**src/rtl/fib_capture_pkg.sv**
```systemverilog
// Shared constants for the Fibonacci capture block: register offsets,
// register bit positions and default geometry.
package fib_capture_pkg;

    localparam int unsigned DEF_WIDTH = 30;
    localparam int unsigned DEF_DEPTH = 8;

    localparam logic [1:0] OFF_DATA   = 2'd0;
    localparam logic [1:0] OFF_STATUS = 2'd1;
    localparam logic [1:0] OFF_CTRL   = 2'd2;

    localparam int unsigned ST_COUNT_W = 5;
    localparam int unsigned ST_EMPTY   = 8;
    localparam int unsigned ST_FULL    = 9;
    localparam int unsigned ST_OVF     = 10;
    localparam int unsigned ST_WRAP    = 11;

    localparam int unsigned CTRL_EN      = 0;
    localparam int unsigned CTRL_FLUSH   = 1;
    localparam int unsigned CTRL_CLR     = 2;
    localparam int unsigned CTRL_THR_LSB = 4;
    localparam int unsigned CTRL_THR_W   = 4;

endpackage

```
**src/rtl/fib_fifo.sv**
```systemverilog
// Small synchronous FIFO; the head is read combinationally from the array.
module fib_fifo
    import fib_capture_pkg::*;
#(
    parameter int unsigned WIDTH = DEF_WIDTH,
    parameter int unsigned DEPTH = DEF_DEPTH
) (
    input  logic                     clk,
    input  logic                     reset,
    input  logic                     push,
    input  logic                     pop,
    input  logic                     flush,
    input  logic [WIDTH-1:0]         din,
    output logic [WIDTH-1:0]         dout,
    output logic [$clog2(DEPTH):0]   count,
    output logic                     full,
    output logic                     empty
);

    localparam int unsigned AW = $clog2(DEPTH);
    localparam int unsigned CW = AW + 1;

    logic [WIDTH-1:0] mem [DEPTH];
    logic [AW-1:0]    wr_ptr;
    logic [AW-1:0]    rd_ptr;
    logic [CW-1:0]    cnt;
    logic             do_push;
    logic             do_pop;

    assign full    = (cnt == CW'(DEPTH));
    assign empty   = (cnt == '0);
    assign do_pop  = pop && !empty;
    // A pop in the same cycle frees the slot a push into a full FIFO needs.
    assign do_push = push && (!full || do_pop);
    assign dout    = mem[rd_ptr];
    assign count   = cnt;

    always_ff @(posedge clk) begin
        if (reset) begin
            wr_ptr <= '0;
            rd_ptr <= '0;
            cnt    <= '0;
        end else if (flush) begin
            wr_ptr <= '0;
            rd_ptr <= '0;
            cnt    <= '0;
        end else begin
            if (do_push) wr_ptr <= wr_ptr + AW'(1);
            if (do_pop)  rd_ptr <= rd_ptr + AW'(1);
            cnt <= cnt + CW'(do_push) - CW'(do_pop);
        end
    end

    always_ff @(posedge clk) begin
        if (do_push && !flush) mem[wr_ptr] <= din;
    end

endmodule

```
**src/rtl/fib_capture.sv**
```systemverilog
// Captures each settled Fibonacci value into a FIFO drained over a Wishbone
// window, with a fill-level interrupt.
module fib_capture
    import fib_capture_pkg::*;
#(
    parameter logic [31:0] BASE_ADDRESS = 32'h3000_0100,
    parameter int unsigned WIDTH        = DEF_WIDTH,
    parameter int unsigned DEPTH        = DEF_DEPTH
) (
    input  logic             wb_clk_i,
    input  logic             reset,
    input  logic [WIDTH-1:0] value,
    input  logic             wbs_stb_i,
    input  logic             wbs_cyc_i,
    input  logic             wbs_we_i,
    input  logic [3:0]       wbs_sel_i,
    input  logic [31:0]      wbs_adr_i,
    input  logic [31:0]      wbs_dat_i,
    output logic             wbs_ack_o,
    output logic [31:0]      wbs_dat_o,
    output logic             irq
);

    localparam int unsigned CW = $clog2(DEPTH) + 1;

    logic [WIDTH-1:0]      s1;
    logic [WIDTH-1:0]      s2;
    logic [WIDTH-1:0]      last;
    logic                  enable;
    logic [CTRL_THR_W-1:0] threshold;
    logic                  ovf;
    logic                  wrap;

    logic [WIDTH-1:0]      head;
    logic [CW-1:0]         count;
    logic                  full;
    logic                  empty;

    logic                  hit;
    logic                  req;
    logic [1:0]            off;
    logic                  pop;
    logic                  ctrl_wr;
    logic                  flush;
    logic                  clr;
    logic                  change;
    logic                  push;
    logic [31:0]           status;
    logic [31:0]           rdata;
    logic                  unused_bits;

    assign unused_bits = ^{wbs_dat_i[31:8], wbs_dat_i[3], wbs_adr_i[1:0]};

    // Bus decode: one access accepted per ack, so a held strobe is served every 2nd cycle.
    assign hit     = (wbs_adr_i[31:4] == BASE_ADDRESS[31:4]);
    assign req     = hit && wbs_stb_i && wbs_cyc_i && !wbs_ack_o;
    assign off     = wbs_adr_i[3:2];
    assign pop     = req && !wbs_we_i && (off == OFF_DATA);
    assign ctrl_wr = req && wbs_we_i && (off == OFF_CTRL) && (wbs_sel_i == 4'hF);
    assign flush   = ctrl_wr && wbs_dat_i[CTRL_FLUSH];
    assign clr     = ctrl_wr && wbs_dat_i[CTRL_CLR];

    // A value counts as settled once two consecutive samples agree.
    assign change  = enable && (s1 == s2) && (s2 != last);
    assign push    = change && !flush;

    always_comb begin
        status                   = '0;
        status[ST_COUNT_W-1:0]   = ST_COUNT_W'(count);
        status[ST_EMPTY]         = empty;
        status[ST_FULL]          = full;
        status[ST_OVF]           = ovf;
        status[ST_WRAP]          = wrap;
    end

    always_comb begin
        rdata = '0;
        case (off)
            OFF_DATA:   rdata = empty ? '0 : 32'(head);
            OFF_STATUS: rdata = status;
            OFF_CTRL: begin
                rdata[CTRL_EN]                      = enable;
                rdata[CTRL_THR_LSB +: CTRL_THR_W]   = threshold;
            end
            default:    rdata = '0;
        endcase
    end

    fib_fifo #(
        .WIDTH (WIDTH),
        .DEPTH (DEPTH)
    ) u_fifo (
        .clk   (wb_clk_i),
        .reset (reset),
        .push  (push),
        .pop   (pop),
        .flush (flush),
        .din   (s2),
        .dout  (head),
        .count (count),
        .full  (full),
        .empty (empty)
    );

    always_ff @(posedge wb_clk_i) begin
        if (reset) begin
            s1   <= '0;
            s2   <= '0;
            last <= '0;
        end else begin
            s1 <= value;
            s2 <= s1;
            if (change) last <= s2;
        end
    end

    // Sticky flags: a new event in the same cycle as a clear is kept.
    always_ff @(posedge wb_clk_i) begin
        if (reset) begin
            enable    <= 1'b0;
            threshold <= '0;
            ovf       <= 1'b0;
            wrap      <= 1'b0;
        end else begin
            if (ctrl_wr) begin
                enable    <= wbs_dat_i[CTRL_EN];
                threshold <= wbs_dat_i[CTRL_THR_LSB +: CTRL_THR_W];
            end
            if (clr) begin
                ovf  <= 1'b0;
                wrap <= 1'b0;
            end
            if (push && full && !pop) ovf <= 1'b1;
            if (change && (s2 < last)) wrap <= 1'b1;
        end
    end

    always_ff @(posedge wb_clk_i) begin
        if (reset) begin
            wbs_ack_o <= 1'b0;
            wbs_dat_o <= '0;
            irq       <= 1'b0;
        end else begin
            wbs_ack_o <= req;
            wbs_dat_o <= (req && !wbs_we_i) ? rdata : '0;
            irq       <= (threshold != '0) && (ST_COUNT_W'(count) >= ST_COUNT_W'(threshold));
        end
    end

endmodule

```
**config.mk**
```make
export PLATFORM = sky130hd
export DESIGN_NAME = fib_capture
export DESIGN_NICKNAME = d
export VERILOG_FILES = /design/src/rtl/fib_capture_pkg.sv /design/src/rtl/fib_fifo.sv /design/src/rtl/fib_capture.sv
export SDC_FILE = /design/constraint.sdc
export NUM_CORES = 1
export LEC_CHECK = 0
export ABC_CLOCK_PERIOD_IN_PS = 4900
export CORE_UTILIZATION = 50
export CTS_CLUSTER_DIAMETER = 30
export DETAILED_ROUTE_END_ITERATION = 10
export GPL_ROUTABILITY_DRIVEN = 0
export HOLD_SLACK_MARGIN = 0.08
export PLACE_DENSITY = 0.71
export SKIP_CTS_REPAIR_TIMING = 1
export SLEW_MARGIN = 5
export SYNTH_ARGS = -nofsm -noshare
export SYNTH_HDL_FRONTEND = slang
export SYNTH_SLANG_ARGS = --single-unit
```
**constraint.sdc**
```tcl
create_clock -name wb_clk_i -period 4.9 [get_ports wb_clk_i]
set_clock_uncertainty 0.05 [all_clocks]
set_input_delay 0.735 -clock wb_clk_i [delete_from_list [all_inputs] [get_ports wb_clk_i]]
set_output_delay 0.735 -clock wb_clk_i [all_outputs]
set_load 0.02 [all_outputs]
```
# Yosys cells after proc, flatten, opt, wreduce, memory -nomap -nowiden
# Memories as Yosys holds them, arrays and structs flattened. A register that Yosys moved wholly into a read port is not among the register bits.
# Cells that the tools add are included.
op_classes:
  eq_ne: 7
  n_reduce_logical: 34
  bitwise_logic: 1
  muxes: 12
  n_addsub: 4
  order_cmp: 2
op_table:
  columns: ["operator", "n"]
  rows:
  - ["case mux 22 bit (2 select lines)", 1]
  - ["== test 30 bit", 1]
  - ["< comparator 30 bit", 1]
  - ["2-to-1 mux 30 bit", 1]
  - ["!= test 30 bit", 1]
  - ["== test 28 x 26 -> 1 bit (second input constant)", 1]
  - ["logical AND 1 bit", 20]
  - ["== test 4 bit (second input constant)", 2]
  - ["case mux 4 bit (2 select lines)", 1]
  - ["adder 3 x 1 -> 3 bit (second input constant)", 2]
  - ["logical NOT 1 bit", 6]
  - ["2-to-1 mux 3 bit", 2]
  - ["case mux 3 bit (2 select lines)", 1]
  - ["2-to-1 mux 1 bit", 5]
  - ["adder 4 x 1 -> 4 bit", 1]
  - ["greater-or-equal comparator 4 bit", 1]
  - ["logical NOT 4 bit", 1]
  - ["nonzero test 2 bit", 2]
  - ["nonzero test 4 bit", 1]
  - ["OR reduction 2 bit", 2]
  - ["subtractor 4 x 1 -> 4 bit", 1]
  - ["case mux 1 bit (3 select lines)", 1]
  - ["== test 2 x 1 -> 1 bit (second input constant)", 1]
  - ["== test 2 bit (second input constant)", 1]
  - ["3 further kinds", 3]
word_totals:
  ramBits: 240
  memories: 1
  elab_cells: 74
  output_inout_bits: 34
  register_bits: 141
  in_bits: 103
memory_table:
  columns: ["memory", "words", "width", "read_ports", "rd_ports_with_merged_regs", "wr", "line", "source"]
  rows:
  - ["u_fifo.mem", 8, 30, 1, 1, 1, "fib_fifo.sv:23", "logic [WIDTH-1:0] mem [DEPTH];"]

# Depth between registers and ports, before layout
logic_depth:
  word_depth: 14
  ltp_mapped: 13
  depth_no_buf: 12

# Hierarchy
# Synthesis repeated with hierarchy kept, for this count alone.
hier_totals:
  hier_cells: 1002
  hier_area_um2: 15235.9
by_module_without_submodules:
  columns: ["module", "area_per_inst_um2", "cells_each", "instances", "seq_area_each_um2"]
  rows:
  - ["fib_fifo", 9962.1, 433, 1, 7467.2]
  - ["fib_capture", 5273.8, 569, 1, 2582.5]

# Worst setup path after synthesis
# OpenSTA, ideal clock, no wires.
synth_timing:
  path_kind: "input-to-reg"
  start: "input wbs_adr_i[6]"
  end: "memory u_fifo.mem[0][0] (netlist name) (enable)"
  arrival_ns: 4.024
  required_time_ns: 4.395
  setup_ns: 0.455
  setup_slack_ns: 0.371
  cell_stages: 6
  n_path_buf: 0
  cell_sequence: "nor4b_2 -> nand4_2 -> nor4_4 -> nand2b_1 -> nand4b_1 -> nor3_1"
synth_via:
  elab_chain_cells: 14
  elab_cells_between_ends: 18
  cone_classes: "eq/ne: 1; mux: 2; reduce/logical: 15"
synth_rtl:
  columns: ["element", "line", "source"]
  rows:
  - ["from (decl)", "fib_capture.sv:17", "input logic [31:0] wbs_adr_i,"]
  - ["== test 28 x 26 -> 1 bit *", "fib_capture.sv:55", "assign hit = (wbs_adr_i[31:4] == BASE_ADDRESS[31:4]);"]
  - ["logical AND 1 bit * (3 in a row)", "fib_capture.sv:56", "assign req = hit && wbs_stb_i && wbs_cyc_i && !wbs_ack_o;"]
  - ["logical AND 1 bit (3 in a row)", "fib_capture.sv:59", "assign ctrl_wr = req && wbs_we_i && (off == OFF_CTRL) && (wbs_sel_i == 4'hF);"]
  - ["logical AND 1 bit", "fib_capture.sv:60", "assign flush = ctrl_wr && wbs_dat_i[CTRL_FLUSH];"]
  - ["logical NOT 1 bit", "fib_fifo.sv:55, fib_capture.sv:65", null]
  - ["logical AND 1 bit", "fib_capture.sv:65", "assign push = change && !flush;"]
  - ["logical AND 1 bit", "fib_fifo.sv:34", "assign do_push = push && (!full || do_pop);"]
  - ["logical AND 1 bit *", "fib_fifo.sv:55", "if (do_push && !flush) mem[wr_ptr] <= din;"]
  - ["2-to-1 mux 1 bit *", "fib_fifo.sv:55", null]
  - ["2-to-1 mux 1 bit (not written as such) *", "fib_fifo.sv:55", null]
  - ["to (decl)", "fib_fifo.sv:23", null]
# Every way passes the cells marked *; elsewhere a longest branch is shown, timed or not.

# Worst setup path after layout
layout_timing:
  start: "register s2[19]"
  end: "memory u_fifo.mem[1][28] (netlist name) (enable)"
layout_via:
  elab_chain_cells: 8
  elab_cells_between_ends: 9
  cone_classes: "eq/ne: 2; mux: 2; reduce/logical: 5"
layout_rtl:
  columns: ["element", "line", "source"]
  rows:
  - ["from (decl)", "fib_capture.sv:27", "logic [WIDTH-1:0] s2;"]
  - ["from (signal assigned)", "fib_capture.sv:108", "s2 <= '0;"]
  - ["from (signal assigned)", "fib_capture.sv:112", "s2 <= s1;"]
  - ["== test 30 bit", "fib_capture.sv:64", "assign change = enable && (s1 == s2) && (s2 != last);"]
  - ["logical AND 1 bit", "fib_capture.sv:64", null]
  - ["logical AND 1 bit *", "fib_capture.sv:64", null]
  - ["logical AND 1 bit *", "fib_capture.sv:65", null]
  - ["logical AND 1 bit *", "fib_fifo.sv:34", null]
  - ["logical AND 1 bit *", "fib_fifo.sv:55", null]
  - ["2-to-1 mux 1 bit *", "fib_fifo.sv:55", null]
  - ["2-to-1 mux 1 bit (not written as such) *", "fib_fifo.sv:55", null]
# Marked as above.

==> results.md <==
* Core Area at between 0.02 and 0.03 mm2
* Worst endpoint required time at 5.04 ns
* MaxCap Viol Count at 0
* Max Freq at just over 300 MHz
* Longest Clk Path Bufs at 3
* Synth area leader: edfxtp_1
* Buf+Inv Stages, Crit Path at 1
* Syn. warnings at 0
* Area grow syn2layout at 24.9%
* Pwr per Cell Area at 435 mW/mm2
* Worst-path cell chain: xnor2_1 -> nand4_1 -> nor4_1 -> o211a_1 -> nand4_1 -> nor3_2 -> buf_4
* R2r setup slk at 1.60 ns
* Status: complete, no violations
* DRC violation count after routing at 0
* Post-Synthesis Cells at 1002
* Seq cells post-synth at 382
* H-tree Lvls at 3
* Hold Violations, Final at 0
* Mean post-synth cell area at 14.9 um2
* Crit path depth at 7
* Die H at about 170 um
* Most used cell, CP: nand4_1
* Hold Path Sink: last[7]
* Seq/Total Area, Yosys at 0.673
* Antenna violations before repair at 0
* DR vias/cell at 5.42
* DRT antenna net count at 0
* Clk_lat worst skew at 0.56 ns
* Congestion Overflow GR at 0
* Number of global-route vias before repair at 8833
* Worst hold path type: flop to flop
* Ys flop type: edfxtp_1
* CTS clk-pin slew, worst paths at 0.05 ns
* Worst r2r path cells at 7
* Share of flip-flops with an asynchronous set or reset at 0
* Starting Density at 0.515
* Worst vdd ir at 0.289 mV
* Worst Max-Slew Pin Slew at a little under 1 ns
* EDFF count, synth at 240
* Hold Path Cell Cnt at 2
* Most frequent cells in the layout: edfxtp_1, dfxtp_1, clkdlybuf4s50_1
* Most common cell after layout, fill and taps aside: edfxtp_1
* Slew margin rel. at 0.347
* Startpoint Class: flop
* Cell area after synthesis at 0.0149 mm2
* Routed vias at 8590
* Sum Neg Setup Slack at 0 ns
* DRT iter0 DRCs at 568
* Slowest stage delay, CP at approximately 0.64 ns
* Detailed Routing Iterations Pass 1 at 5
* Kind of critical path: flop to flop
* Die Span X at 175 um
* RSZ-0062 raised after global routing: false
* PnR Total Power at about 8.1 mW
* Die footprint at 0.0306 mm2
* Clock root cell: clkbuf_16
* Synth top area share at 0.482
* I/O pins at 137
* Reg-to-reg critical path endpoint: u_fifo.mem[1][28]
* RR Startpoint: s2[19]
* Final Max Tran Viols at 0
* Crit path DAT at 3.44 ns
* Leak Pwr at 6.05 nW
* Wirelength, routed at 31000 um
* Antenna diodes at 0
* CTS Buf Count at 66
* Tmin final at 3.30 ns
* Crit path max-delay cell type: dfxtp_1
* Share of layout cells above drive strength 1 at 0.178
* Critical Path Sink Type: flop
* Yosys cell types at 56
* CP delay by family, top: simple AND/OR/NAND/NOR gates
* CTS Sinks at 382
* Synth area leaders: edfxtp_1, dfxtp_1, mux4_2
* Crit Path Max Fanout at 30
* GRT Total Usage at 0.209
* Final period util at 0.673
* DPL Wire Length at between 15000 and 20000 um
* First-pass GRT wire length at 48000 um
* CTS tree: yes
* Min-delay src: last[7]
* PortBufs at 107
* Placement Rows at a little over 60
* Pin count of the biggest net entering global routing at 91
* WL/cell at roughly 20 um
* Endpoints failing setup at 0
* Fin nets at roughly 1300
## stage by stage
step | worst slack, ns | std cells | utilization | area [um2] | hold slack (ns)
final | 1.60 | 1585 | 0.643 | 18700 | 0.397
after global routing | 1.44 | 1585 | 0.643 | 18700 | 0.413
after CTS | 1.63 | 1585 | 0.643 | 18700 | 0.400
after detailed placement | 1.12 | 1465 | 0.566 | 16400 | 0.394
after global placement | 1.14 | 1465 | 0.566 | 16400 | 0.389
after floorplan | 0.371 | 1003 | - | 14900 | 0.375
## power breakdown
part | switching [mW] | internal (mW) | leakage (nW)
sequential | 0.0470 | 3.43 | 3.16
clock | 1.62 | 2.84 | 1.08
combinational | 0.0757 | 0.106 | 1.82
## cell usage after synthesis, types with 10 or more instances
master and instances:
clkbuf_1 21, xnor2_1 33, ha_1 42, buf_2 13
edfxtp_1 240, nor2b_1 62, nor2_1 64, nand2_1 69
a21o_1 10, inv_1 45, nand4_1 24, dfxtp_1 142
mux2i_1 35, mux4_2 60, a21oi_1 57
## state kept, by name, summed over array words and instances (netlist names), named ones only
| register | count |
|---|---|
| enable | 1 |
| irq | 1 |
| last | 30 |
| ovf | 1 |
| s1 | 30 |
| s2 | 30 |
| threshold | 4 |
| u_fifo.count | 4 |
| u_fifo.mem | 240 |
| u_fifo.rd_ptr | 3 |
| u_fifo.wr_ptr | 3 |
| wbs_ack_o | 1 |
| wbs_dat_o | 30 |
| wrap | 1 |
## worst max-delay path by stage
| stage | from | end | slack [ns] |
|---|---|---|---|
| floorplan | wbs_adr_i[6] | u_fifo.mem[0][0] | 0.37 |
| global placement | wbs_adr_i[28] | u_fifo.count[3] | 1.14 |
| detailed placement | wbs_adr_i[2] | u_fifo.mem[1][19] | 1.12 |
| CTS | s2[19] | u_fifo.mem[0][26] | 1.63 |
| global route | wbs_adr_i[28] | u_fifo.count[3] | 1.44 |
| finish | s2[19] | u_fifo.mem[1][28] | 1.60 |
## kinds of logic after synthesis
family          Yosys count  synth area share
flops                   382             0.673
simple gates            269            0.0965
mux                      95             0.114
compound gates           89            0.0352
buf+inv                  89            0.0250
fa+ha+maj                43            0.0365
xor+xnor                 34            0.0199
other cells               1          0.000251
## metal layers
metal,global-route usage,vias to the layer above,share of wire
met2,0.341,268,0.49
met4,0.0779,0,0.022
li1,-,4003,-
met3,0.0444,64,0.057
met5,0,-,0
met1,0.274,4255,0.43
## layout make-up
type,count,area [um2]
clock buffers,75,1750
clock inverters,45,475
fillers,2077,10400
inverters,45,169
multi-input cells,532,4540
flip-flops and latches,382,10100
well taps,384,480
repair buffers,122,1180
## worst min-delay path: cells and delay by family, from the launching register on
family	cells	cell delay (ns)
DFF	1	0.30
and+or+nand+nor	1	0.05
AOI/OAI and AO/OA	1	0.05
Power figures use the tool's default switching activity.
